### src/rtl/stream_demux_n.sv
`default_nettype none
// ============================================================================
// Module   : stream_demux_n
// Purpose  : Registered 1:N valid/ready stream demultiplexer that routes by
//            explicit select or by an internal round-robin pointer.
// Revision : 1.0 - initial release
// ============================================================================
module stream_demux_n #(
  parameter int DATA_W = 8,
  parameter int N_CH   = 4,
  parameter int SEL_W  = 2
) (
  input  logic                     clk,
  input  logic                     rst,
  input  logic                     mode,
  input  logic                     in_valid,
  output logic                     in_ready,
  input  logic [DATA_W-1:0]        in_data,
  input  logic [SEL_W-1:0]         sel,
  output logic [N_CH-1:0]          out_valid,
  input  logic [N_CH-1:0]          out_ready,
  output logic [N_CH*DATA_W-1:0]   out_data,
  output logic [SEL_W-1:0]         rr_ptr,
  output logic                     err,
  output logic [7:0]               drop_cnt
);

  localparam logic [SEL_W:0]   c_n_ch    = (SEL_W+1)'(N_CH);
  localparam logic [SEL_W-1:0] c_last_ch = SEL_W'(N_CH-1);
  localparam int               c_pad_w   = 2**SEL_W;

  logic [N_CH-1:0]    r_valid;
  logic [DATA_W-1:0]  r_data [N_CH];
  logic [SEL_W-1:0]   r_rr_ptr;
  logic               r_err;
  logic [7:0]         r_drop_cnt;

  logic [SEL_W-1:0]   w_tgt;
  logic               w_illegal;
  logic               w_accept;
  logic [c_pad_w-1:0] w_vld_pad;
  logic [c_pad_w-1:0] w_rdy_pad;
  logic [N_CH-1:0]    w_load;

  // Pad the per-channel flags to the full select range so an out-of-range
  // select indexes defined zeros instead of running off the vector.
  always_comb begin
    w_vld_pad = '0;
    w_rdy_pad = '0;
    w_vld_pad[N_CH-1:0] = r_valid;
    w_rdy_pad[N_CH-1:0] = out_ready;
  end

  assign w_tgt     = mode ? r_rr_ptr : sel;
  assign w_illegal = !mode && ({1'b0, sel} >= c_n_ch);
  assign in_ready  = w_illegal | ~w_vld_pad[w_tgt] | w_rdy_pad[w_tgt];
  assign w_accept  = in_valid & in_ready;

  generate
    for (genvar k = 0; k < N_CH; k++) begin : g_ch
      assign w_load[k] = w_accept & ~w_illegal & (w_tgt == SEL_W'(k));

      // A load on the draining edge wins, giving back-to-back throughput.
      always_ff @(posedge clk or posedge rst) begin
        if (rst) begin
          r_valid[k] <= 1'b0;
          r_data[k]  <= '0;
        end else if (w_load[k]) begin
          r_valid[k] <= 1'b1;
          r_data[k]  <= in_data;
        end else if (out_ready[k]) begin
          r_valid[k] <= 1'b0;
        end
      end

      assign out_data[k*DATA_W +: DATA_W] = r_data[k];
    end
  endgenerate

  always_ff @(posedge clk or posedge rst) begin
    if (rst) begin
      r_rr_ptr   <= '0;
      r_err      <= 1'b0;
      r_drop_cnt <= '0;
    end else begin
      if (w_accept && mode)
        r_rr_ptr <= (r_rr_ptr == c_last_ch) ? '0 : r_rr_ptr + 1'b1;
      r_err <= w_accept & w_illegal;
      if (w_accept && w_illegal && (r_drop_cnt != 8'hFF))
        r_drop_cnt <= r_drop_cnt + 8'd1;
    end
  end

  assign out_valid = r_valid;
  assign rr_ptr    = r_rr_ptr;
  assign err       = r_err;
  assign drop_cnt  = r_drop_cnt;

endmodule
`default_nettype wire

### config.mk
export PLATFORM = sky130hd
export DESIGN_NAME = stream_demux_n
export DESIGN_NICKNAME = d
export VERILOG_FILES = /design/src/rtl/stream_demux_n.sv
export SDC_FILE = /design/constraint.sdc
export NUM_CORES = 1
export LEC_CHECK = 0
export ABC_AREA = 1
export CORE_MARGIN = 4
export CORE_UTILIZATION = 44
export DETAILED_ROUTE_END_ITERATION = 7
export GPL_ROUTABILITY_DRIVEN = 0
export PLACE_DENSITY_LB_ADDON = 0.05
export SYNTH_ARGS = -nofsm -noshare
export SYNTH_HDL_FRONTEND = slang
export SYNTH_SLANG_ARGS = --single-unit
### constraint.sdc
create_clock -name clk -period 1.8 [get_ports clk]
set_clock_uncertainty 0.05 [all_clocks]
set_input_delay 0.36 -clock clk [delete_from_list [all_inputs] [get_ports clk]]
set_output_delay 0.36 -clock clk [all_outputs]
set_load 0.005 [all_outputs]
Yosys cells after proc, flatten, opt, wreduce, memory -nomap -nowiden
Cells that the tools add are included.
{"block": "word_totals", "register_bits": 38, "inputBits": 18, "output_inout_bits": 48, "elab_cells": 42}
{"block": "classes", "addsub": 1, "order_cmp": 1, "eq_ne": 4, "n_mux": 14, "n_bitwise": 7, "reduce_logical": 6}
{"op": "$mux 1", "count": 10}
{"op": "$reduce_bool 2->1", "count": 4}
{"op": "$eq 2x2->1 const B", "count": 3}
{"op": "$and 1x1->1", "count": 5}
{"op": "$bmux 1 s2", "count": 2}
{"op": "$mux 2", "count": 2}
{"op": "$lt 2x3->1 const B", "count": 1}
{"op": "$add 2x1->2 const B", "count": 1}
{"op": "$eq 2x1->1 const B", "count": 1}
{"op": "$logic_not 2->1", "count": 1}
{"op": "$logic_and 1x1->1", "count": 1}
{"op": "$not 1->1", "count": 1}
{"op": "$or 1x1->1", "count": 1}

Depth between registers and ports, before layout
Gate-level depths: netlist of run 1.
{"block": "logic_depth", "depth_word": 8, "mapped_depth": 12}

Worst setup path after synthesis of run 1
Ideal clock, no wire load.
{"block": "synth_timing", "kind": "register -> output", "startpoint": "register r_rr_ptr[0] (netlist: rr_ptr[0])", "endpoint": "output in_ready", "arrival_time_ns": 1.086, "required_time_ns": 1.390, "setup_slack_ns": 0.304, "path_stages_with_launch": 10, "cell_sequence": "dfrtp_1 > inv_1 > nand2_1 > nand2_2 > nand2_1 > nand2_1 > nand2_1 > nand2_1 > nand2_2 > buf_2"}
{"block": "synth_via", "elab_chain_cells": 5, "word_cells_on_any_way": 7, "cone_classes": "mux (5); bitwise (2)"}
{"item": "from (decl)", "line_no": "34", "text": "logic [SEL_W-1:0] r_rr_ptr;"}
{"item": "from (signal assigned)", "line_no": "87", "text": "r_rr_ptr <= (r_rr_ptr == c_last_ch) ? '0 : r_rr_ptr + 1'b1;"}
{"item": "$mux 2 *", "line_no": "54", "text": "assign w_tgt = mode ? r_rr_ptr : sel;"}
{"item": "$bmux 1 s2", "line_no": "56", "text": "assign in_ready = w_illegal | ~w_vld_pad[w_tgt] | w_rdy_pad[w_tgt];"}
{"item": "$mux 1 (not written as such)", "line_no": "56"}
{"item": "$not 1->1", "line_no": "56"}
{"item": "$or 1x1->1 *", "line_no": "56"}
{"item": "to (decl)", "line_no": "17", "text": "output logic in_ready,"}
Every way passes the cells marked *; elsewhere a longest branch is shown, timed or not. The select of a mux whose other input is x is not followed.

Worst setup path in the final report of run 1
{"block": "layout_timing", "startpoint": "register r_rr_ptr[1] (netlist: rr_ptr[1])", "endpoint": "output in_ready"}
Same word-level chain as after synthesis.

==> results.md, run 1 <==
* Number of global-route vias before repair at 1,638
* Clk Latency, worst-skew pair at 0.28 ns
* Leakage at 0.00135 uW
* Data required time of the critical path at 1.39 ns
* Achievable frequency at between 500 and 600 MHz
* Placed instance count at 328
* Via-per-instance ratio at 4.96
* Share of flip-flops with an asynchronous set or reset after synthesis at 100%
* Status: complete, no violations
* Number of synthesized flops with an enable pin at 0
* VDD IR max at roughly 0.00081 V
* Power density over the cells at 1520 nW/um2
* Half-perimeter wire length of the detailed placement result at ~3.3 mm
* Num ports at 66
* Diode count at 0
* Cells along the critical path: nand2_1, nand2_2, nand3_1, nand2_1, nor2_2, nand2_2, buf_2
* Most common cell in the netlist: sky130_fd_sc_hd__nand2_1
* Worst-case reg-to-reg path depth at 11
* Input/output buffers at 56
* Initial core utilization at 45.8%
* Primary flip-flop cell chosen by synthesis mapping: sky130_fd_sc_hd__dfrtp_1
* GR Util All Layers at 18.8%
* Worst path arrival time at 1.33 ns
* Drt drc at 0
* TritonCTS buffer count at 5
* End of the worst register-to-register path: out_data[12]$_DFFE_PP0P_
* Final #Nets at 308
* Pre-antenna DRT Iters at 4
* Final worst path period need at approximately 1.7 ns
* FF+latch area at around 950 um2
* Final Hold Violating Endpoints at 0
* Crit start category: flip-flop
* DP Worst Slack at -0.572 ns
* TritonCTS clock tree: yes
* Max capacitance violation total at 0
* Warnings, synthesis at 0
* Overall die width at around 73 um
* RSZ-0062 raised after global routing: yes
* Worst-case setup margin in the final layout at between 0.05 and 0.06 ns
* Cell Area, Synth at between 1500 and 2000 um2
* Core Footprint at between 4000 and 5000 um2
* Largest net degree at the start of global routing at 40
* Top cell type's share of synthesized area at roughly half
* Post-route cell area at 2680 um2
* Total length of routed wires at roughly 4.6 mm
* Multi-input gate area in the final layout at about 770 um2
* Kind of path behind the tightest hold check: in2async
* Setup CP Type: reg2out
* Area post-placement at approximately 2500 um2
* Worst-path fanout max at 4
* Worst reg2reg path startpoint: rr_ptr[0]$_DFFE_PP0P_
* Area grow syn2layout at 46.4%
* Combined buffer and inverter count along the critical path at 1
* Hold_buf cts at 0
* Kind of cell adding the most delay to the critical path: simple AND/OR/NAND/NOR gates
* Critical path endpoint category: output port
* Total Die Area at around 5300 um2
* Remaining number of nets flagged by the antenna check after routing at 0
* Most instantiated cells after synthesis: sky130_fd_sc_hd__nand2_1 (87), sky130_fd_sc_hd__dfrtp_1 (38), sky130_fd_sc_hd__nand4_1 (33), sky130_fd_sc_hd__buf_4 (9), sky130_fd_sc_hd__inv_1 (9)
* Final number of setup-violating endpoints at 0
* Worst-case register-to-register setup slack at approximately 0.19 ns
* Fraction of final layout cells sized beyond drive strength 1 at between 15 and 20%
* Ratio of final minimum period to clock period at between 90% and 100%
* Sum of overflow across all layers after global routing at 0
* Final non-filler cell total at 340
* Count of distinct cell types in the synthesized netlist at 17
* Number of flip-flops and latches in the synthesized netlist at 38
* Fill cell instance count of the final layout at ~360
* # rows at 23
* Post-Syn Area per Cell at 8.64 um2
* Die Ht at between 70 and 80 um
* Average routed wire per standard cell at about 14 um
* Root Driver: sky130_fd_sc_hd__clkbuf_8
* Critical path's largest stage delay at 0.39 ns
* Gate count after technology mapping at 212
* Sink count of the clock tree at 38
* Clock-pin slew of the registers on the worst-case setup and hold paths at 0.07 ns
* Wire length of the first global-routing pass at 7.74 mm
* Cell with the biggest individual delay on the critical path: sky130_fd_sc_hd__dfrtp_1
* Via count at between 1.5k and 2k
* Largest cells by area after synthesis: sky130_fd_sc_hd__dfrtp_1 (52%), sky130_fd_sc_hd__nand2_1 (18%), sky130_fd_sc_hd__nand4_1 (11%), sky130_fd_sc_hd__nand3_4 (3.8%), sky130_fd_sc_hd__buf_4 (3.7%)
* Final max-slew violation count at 0
* Top cell type by total area after synthesis: sky130_fd_sc_hd__dfrtp_1
* Number of buffers between clock root and the deepest sink at 2
* Maximum level of the CTS H-tree at 2
* Iter 0 DRT Violations at 133
* Initial antenna violation count at 0
* Sequential share of the synthesized area at 51.9%
-- report_power, final --
group,internal (uW),switching (uW)
Sequential,1250,231
Combinational,1110,790
Clock,415,284
-- stage by stage --
stage / hold WS (ns) / power, uW / TNS, ns / utilization, %
2_1_floorplan: 0.391 / 2220 / 0 / -
3_3_place_gp: 0.405 / 3350 / -16.07 / 63.6
3_5_place_dp: 0.408 / 3370 / -16.95 / 63.6
4_1_cts: 0.380 / 4110 / 0 / 66.6
5_1_grt: 0.405 / 4420 / -0.0150 / 67.1
6_report: 0.368 / 4080 / 0 / 67.1
-- routing by layer --
metal,share of wire [%],vias up,track usage (%)
met5,0,-,0
met4,0.41,0,3.07
met3,8.7,2,4.71
met2,47,62,29.3
met1,44,777,27.1
li1,-,845,-
-- final cells by class --
class / instances / area share [%]
Sequential cell: 38 / 35.4
Multi-Input combinational cell: 155 / 28.8
Timing Repair Buffer: 79 / 28.0
Clock buffer: 7 / 2.85
Tap cell: 50 / 2.33
Inverter: 10 / 1.40
Clock inverter: 1 / 1.12
-- worst min-delay path, cell delays in order --
cell	delay [ns]
sky130_fd_sc_hd__clkdlybuf4s50_1	0.39
sky130_fd_sc_hd__inv_1	0.09
sky130_fd_sc_hd__buf_12	0.22
-- state kept, by name, indices dropped and copies added, names as in the netlist --
signal	flops
rr_ptr	2
out_data	32
out_valid	4
-- cells in the final DEF (no fill, tap or decap), types with 2 or more instances in the layout --
cell / synthesis / layout
sky130_fd_sc_hd__dlygate4sd2_1: 0 / 2
sky130_fd_sc_hd__buf_4: 9 / 20
sky130_fd_sc_hd__nand3_1: 6 / 6
sky130_fd_sc_hd__clkbuf_8: 0 / 5
sky130_fd_sc_hd__buf_12: 0 / 2
sky130_fd_sc_hd__nand4_1: 33 / 33
sky130_fd_sc_hd__conb_1: 1 / 9
sky130_fd_sc_hd__nand3_4: 4 / 4
sky130_fd_sc_hd__dfrtp_1: 38 / 38
sky130_fd_sc_hd__inv_1: 9 / 9
sky130_fd_sc_hd__nor2_2: 4 / 5
sky130_fd_sc_hd__o21ai_1: 4 / 4
sky130_fd_sc_hd__clkbuf_1: 3 / 2
sky130_fd_sc_hd__nand2_1: 87 / 86
sky130_fd_sc_hd__clkdlybuf4s50_1: 0 / 51
sky130_fd_sc_hd__nand2_2: 5 / 5
-- logic make-up after synthesis --
| family | synth area share (%) |
|---|---|
| and+or+nand+nor | 38.0 |
| DFF | 51.9 |
| buffers and inverters | 8.06 |
| AOI/OAI and AO/OA | 1.09 |
| adders and majority gates | 0.683 |
| other | 0.205 |
-- worst max path at each step --
stage | startpoint | to | slack [ns] | depth (start not counted)
global placement | mode | in_ready | -0.55 | 10
finish | rr_ptr[1]$_DFFE_PP0P_ | in_ready | 0.06 | 7
floorplan | rr_ptr[0]$_DFFE_PP0P_ | in_ready | 0.30 | 9
global route | rr_ptr[1]$_DFFE_PP0P_ | in_ready | -0.02 | 8
detailed placement | mode | in_ready | -0.57 | 10
CTS | mode | in_ready | 0.02 | 9
-- what timing repair did --
action / 4_1_cts / 5_1_grt
buffers inserted: 3 / 1
pin swaps: 3 / 2
resized for setup: 7 / 7
hold endpoints to repair: 0 / 0
setup endpoints to repair: 39 / 33
(Power assumes the default switching activity.)
==> run 2, diff against run 1 <==
--- a/config.mk
+++ b/config.mk
@@ -14,3 +14,4 @@
 export SYNTH_ARGS = -nofsm -noshare
 export SYNTH_HDL_FRONTEND = slang
 export SYNTH_SLANG_ARGS = --single-unit
+export TNS_END_PERCENT = 1
==> results of run 2 <==
Same layout as run 1: the final DEF is identical, and so are final timing and power.
==> RTL edit, RTL diff (settings of run 1) <==
Change the parameter `DATA_W` from 8 to 12.
--- a/src/rtl/stream_demux_n.sv
+++ b/src/rtl/stream_demux_n.sv
@@ -6,7 +6,7 @@
 // Revision : 1.0 - initial release
 // ============================================================================
 module stream_demux_n #(
-  parameter int DATA_W = 8,
+  parameter int DATA_W = 12,
   parameter int N_CH   = 4,
   parameter int SEL_W  = 2
 ) (
Ports: changed (resized in_data and out_data); port bits go from 66 to 86. The function was not compared with the original's and may differ.
==> RTL edit against run 1 <==
- sequential power is 45% higher
- via count is 41% higher
- final cell count is 35% higher
- count of clock-buffer cells in the layout is 1 lower
- power is 38% higher
- sequential cell count is 16 higher
- hold slack better by 0.0016 ns
- die area is 34% higher
- maximum frequency is 2.8% lower
- synthesized area is 38% higher
- wire length is 58% higher
- cell area is 38% higher
- worst setup slack worse by 0.050 ns
==> RTL edit: results (changes against run 1) <==
----------------------------------------------------
[Clock tree]
  Maximum clock insertion buffer count ... 2 (unchanged)
  TritonCTS buffer count ... 5 (unchanged)
  Root Buffer ... clkbuf_8
  Reg clk slew, reported paths ... 0.09 ns (+0.02 ns)
  Clk Latency, worst-skew pair ... 0.30 ns (+0.02 ns)
  Total number of H-tree levels ... 2 (unchanged)

[Layout]
  Number of diodes added for antenna fixing ... 0 (unchanged)
  Total number of nets in the final design ... 408 (+32%)
  Share of layout cells above drive strength 1 ... 16.8% (+0.63 points)
  Largest register FFs ... 48 (+50%)

[Yosys]
  Share of flip-flops with an asynchronous set or reset ... 100% (unchanged)
  Post-synth cell types ... 17 (unchanged)
  Sequential element share of the synthesized area ... 53.4% (+1.5 points)
  Yosys warns ... 0 (unchanged)
  Most instantiated cells after synthesis ... 120 x nand2_1, 54 x dfrtp_1, 49 x nand4_1, 11 x buf_4, 9 x inv_1
  Top post-synthesis cells by area ... dfrtp_1 53%, nand2_1 18%, nand4_1 12%, buf_4 3.3%, buf_6 3.1%
  Number of standard cells after synthesis ... 288 (+36%)

[Placement]
  Post-Place Setup Slack ... -0.583 ns (-0.0113 ns)
  Input/output buffers ... 76 (+36%)
  DP HPWL ... 4780 microns (+45%)
  Placed Instances ... 439 (+34%)

[Worst setup path]
  R2R setup slack ... 0.06 ns (-0.13 ns)
  Maximum fanout along the worst path ... 5 (+1)
  RR Endpoint ... out_data[10]
  Crit path DAT ... 1.39 ns (+0.06 ns)
  Timing startpoint of the critical path ... rr_ptr[0]

[Outcome]
  Run status ... finished, final reports clean

[Routing]
  Ratio of routed vias to standard cells ... 5.18 (+4.4%)
  Initial DRC Count ... 172 (+29%)
  Vias post-DR ... 2,371 (+41%)
  DRT Wirelength ... 7280 microns (+58%)
  Iteration count of the initial detailed-routing pass ... 4 (unchanged)

[GRT]
  Wire length of the first global-routing pass ... 11,000 microns (+42%)
  Via count of the first global-routing pass ... 2,162 (+32%)
  Antenna violations before repair ... 0 (unchanged)
  Global routing usage summed across all routing layers ... 19.5% (+0.72 points)
  Maximum number of pins on one net before global-route repair ... 56 (+40%)

[Pwr]
  Peak supply drop ... 0.000736 V (-9.3%)
  Leakage power total ... 1.82 nW (+35%)

[Min path]
  Type of the tightest min-delay check ... in -> async

[STA]
  Setup violators final ... 0 (unchanged)
  Worst hold slack ... 0.369 ns (+0.00160 ns)

----------------------------------------------------
-- RTL edit: cell count changes after synthesis, sizes merged --
cell and delta:
clkbuf -1, buf +13, nand2 +32, dfrtp +16
nand4 +16
-- RTL edit: worst max-delay path by stage --
stage / end / slack (ns)
finish: in_ready / 0.005
global placement: in_ready / -0.55
CTS: in_ready / -0.03
detailed placement: in_ready / -0.58
floorplan: out_data[0] / 0.08
global route: in_ready / -0.1
-- RTL edit: stage by stage --
| step | util (%) | instance area, sq um |
|---|---|---|
| after floorplan | - | 2560 |
| after global placement | 61.8 | 3430 |
| after detailed placement | 61.8 | 3430 |
| after CTS | 64.1 | 3550 |
| after global routing | 66.7 | 3690 |
| final | 66.7 | 3690 |
-- RTL edit: report_power, final --
part	leakage (nW)	switching (mW)	internal [mW]
clock network	0.0472	0.384	0.310
logic	1.10	1.16	1.63
registers	0.672	0.355	1.79
-- RTL edit: cell type report --
class	count	area (sq um)
Multi-Input combinational cell	206	1040
Sequential cell	54	1350
Timing Repair Buffer	108	1080
Clock buffer	6	82.6
Inverter	10	37.5
Tap cell	72	90.1
Fill cell	501	1850
Clock inverter	2	12.5
-- RTL edit: metal layers --
| metal | GRT usage [%] | share of wire (%) |
|---|---|---|
| met1 | 26.8 | 43 |
| met4 | 4.39 | 0.78 |
| met5 | 0 | 0 |
| met2 | 31.5 | 50 |
| met3 | 4.74 | 6.8 |
-- RTL edit: kinds of logic (layout without fill, tap and decap cells) --
family          after synthesis  in the layout  synth area share (%)
flops                        54             54                  53.4
simple gates                189            192                  35.3
other cells                   1              9                 0.148
buf+inv                      39            126                  9.85
fa+ha+maj                     1              1                 0.495
compound gates                4              4                 0.792
-- RTL edit: critical path, cell delays in order, from the launching register on --
cell      delay, ns
dfrtp_1        0.40
nand2_1        0.09
nand2_2        0.09
nand3_1        0.09
nand2_1        0.06
nor2_1         0.15
nand2_2        0.09
clkbuf_2       0.11
-- RTL edit: timing repair --
item,CTS,global route
cloned,0,5
pin swaps,5,3
setup endpoints to repair,55,54
buffers inserted,3,3
resized for setup,12,18
hold endpoints to repair,0,0
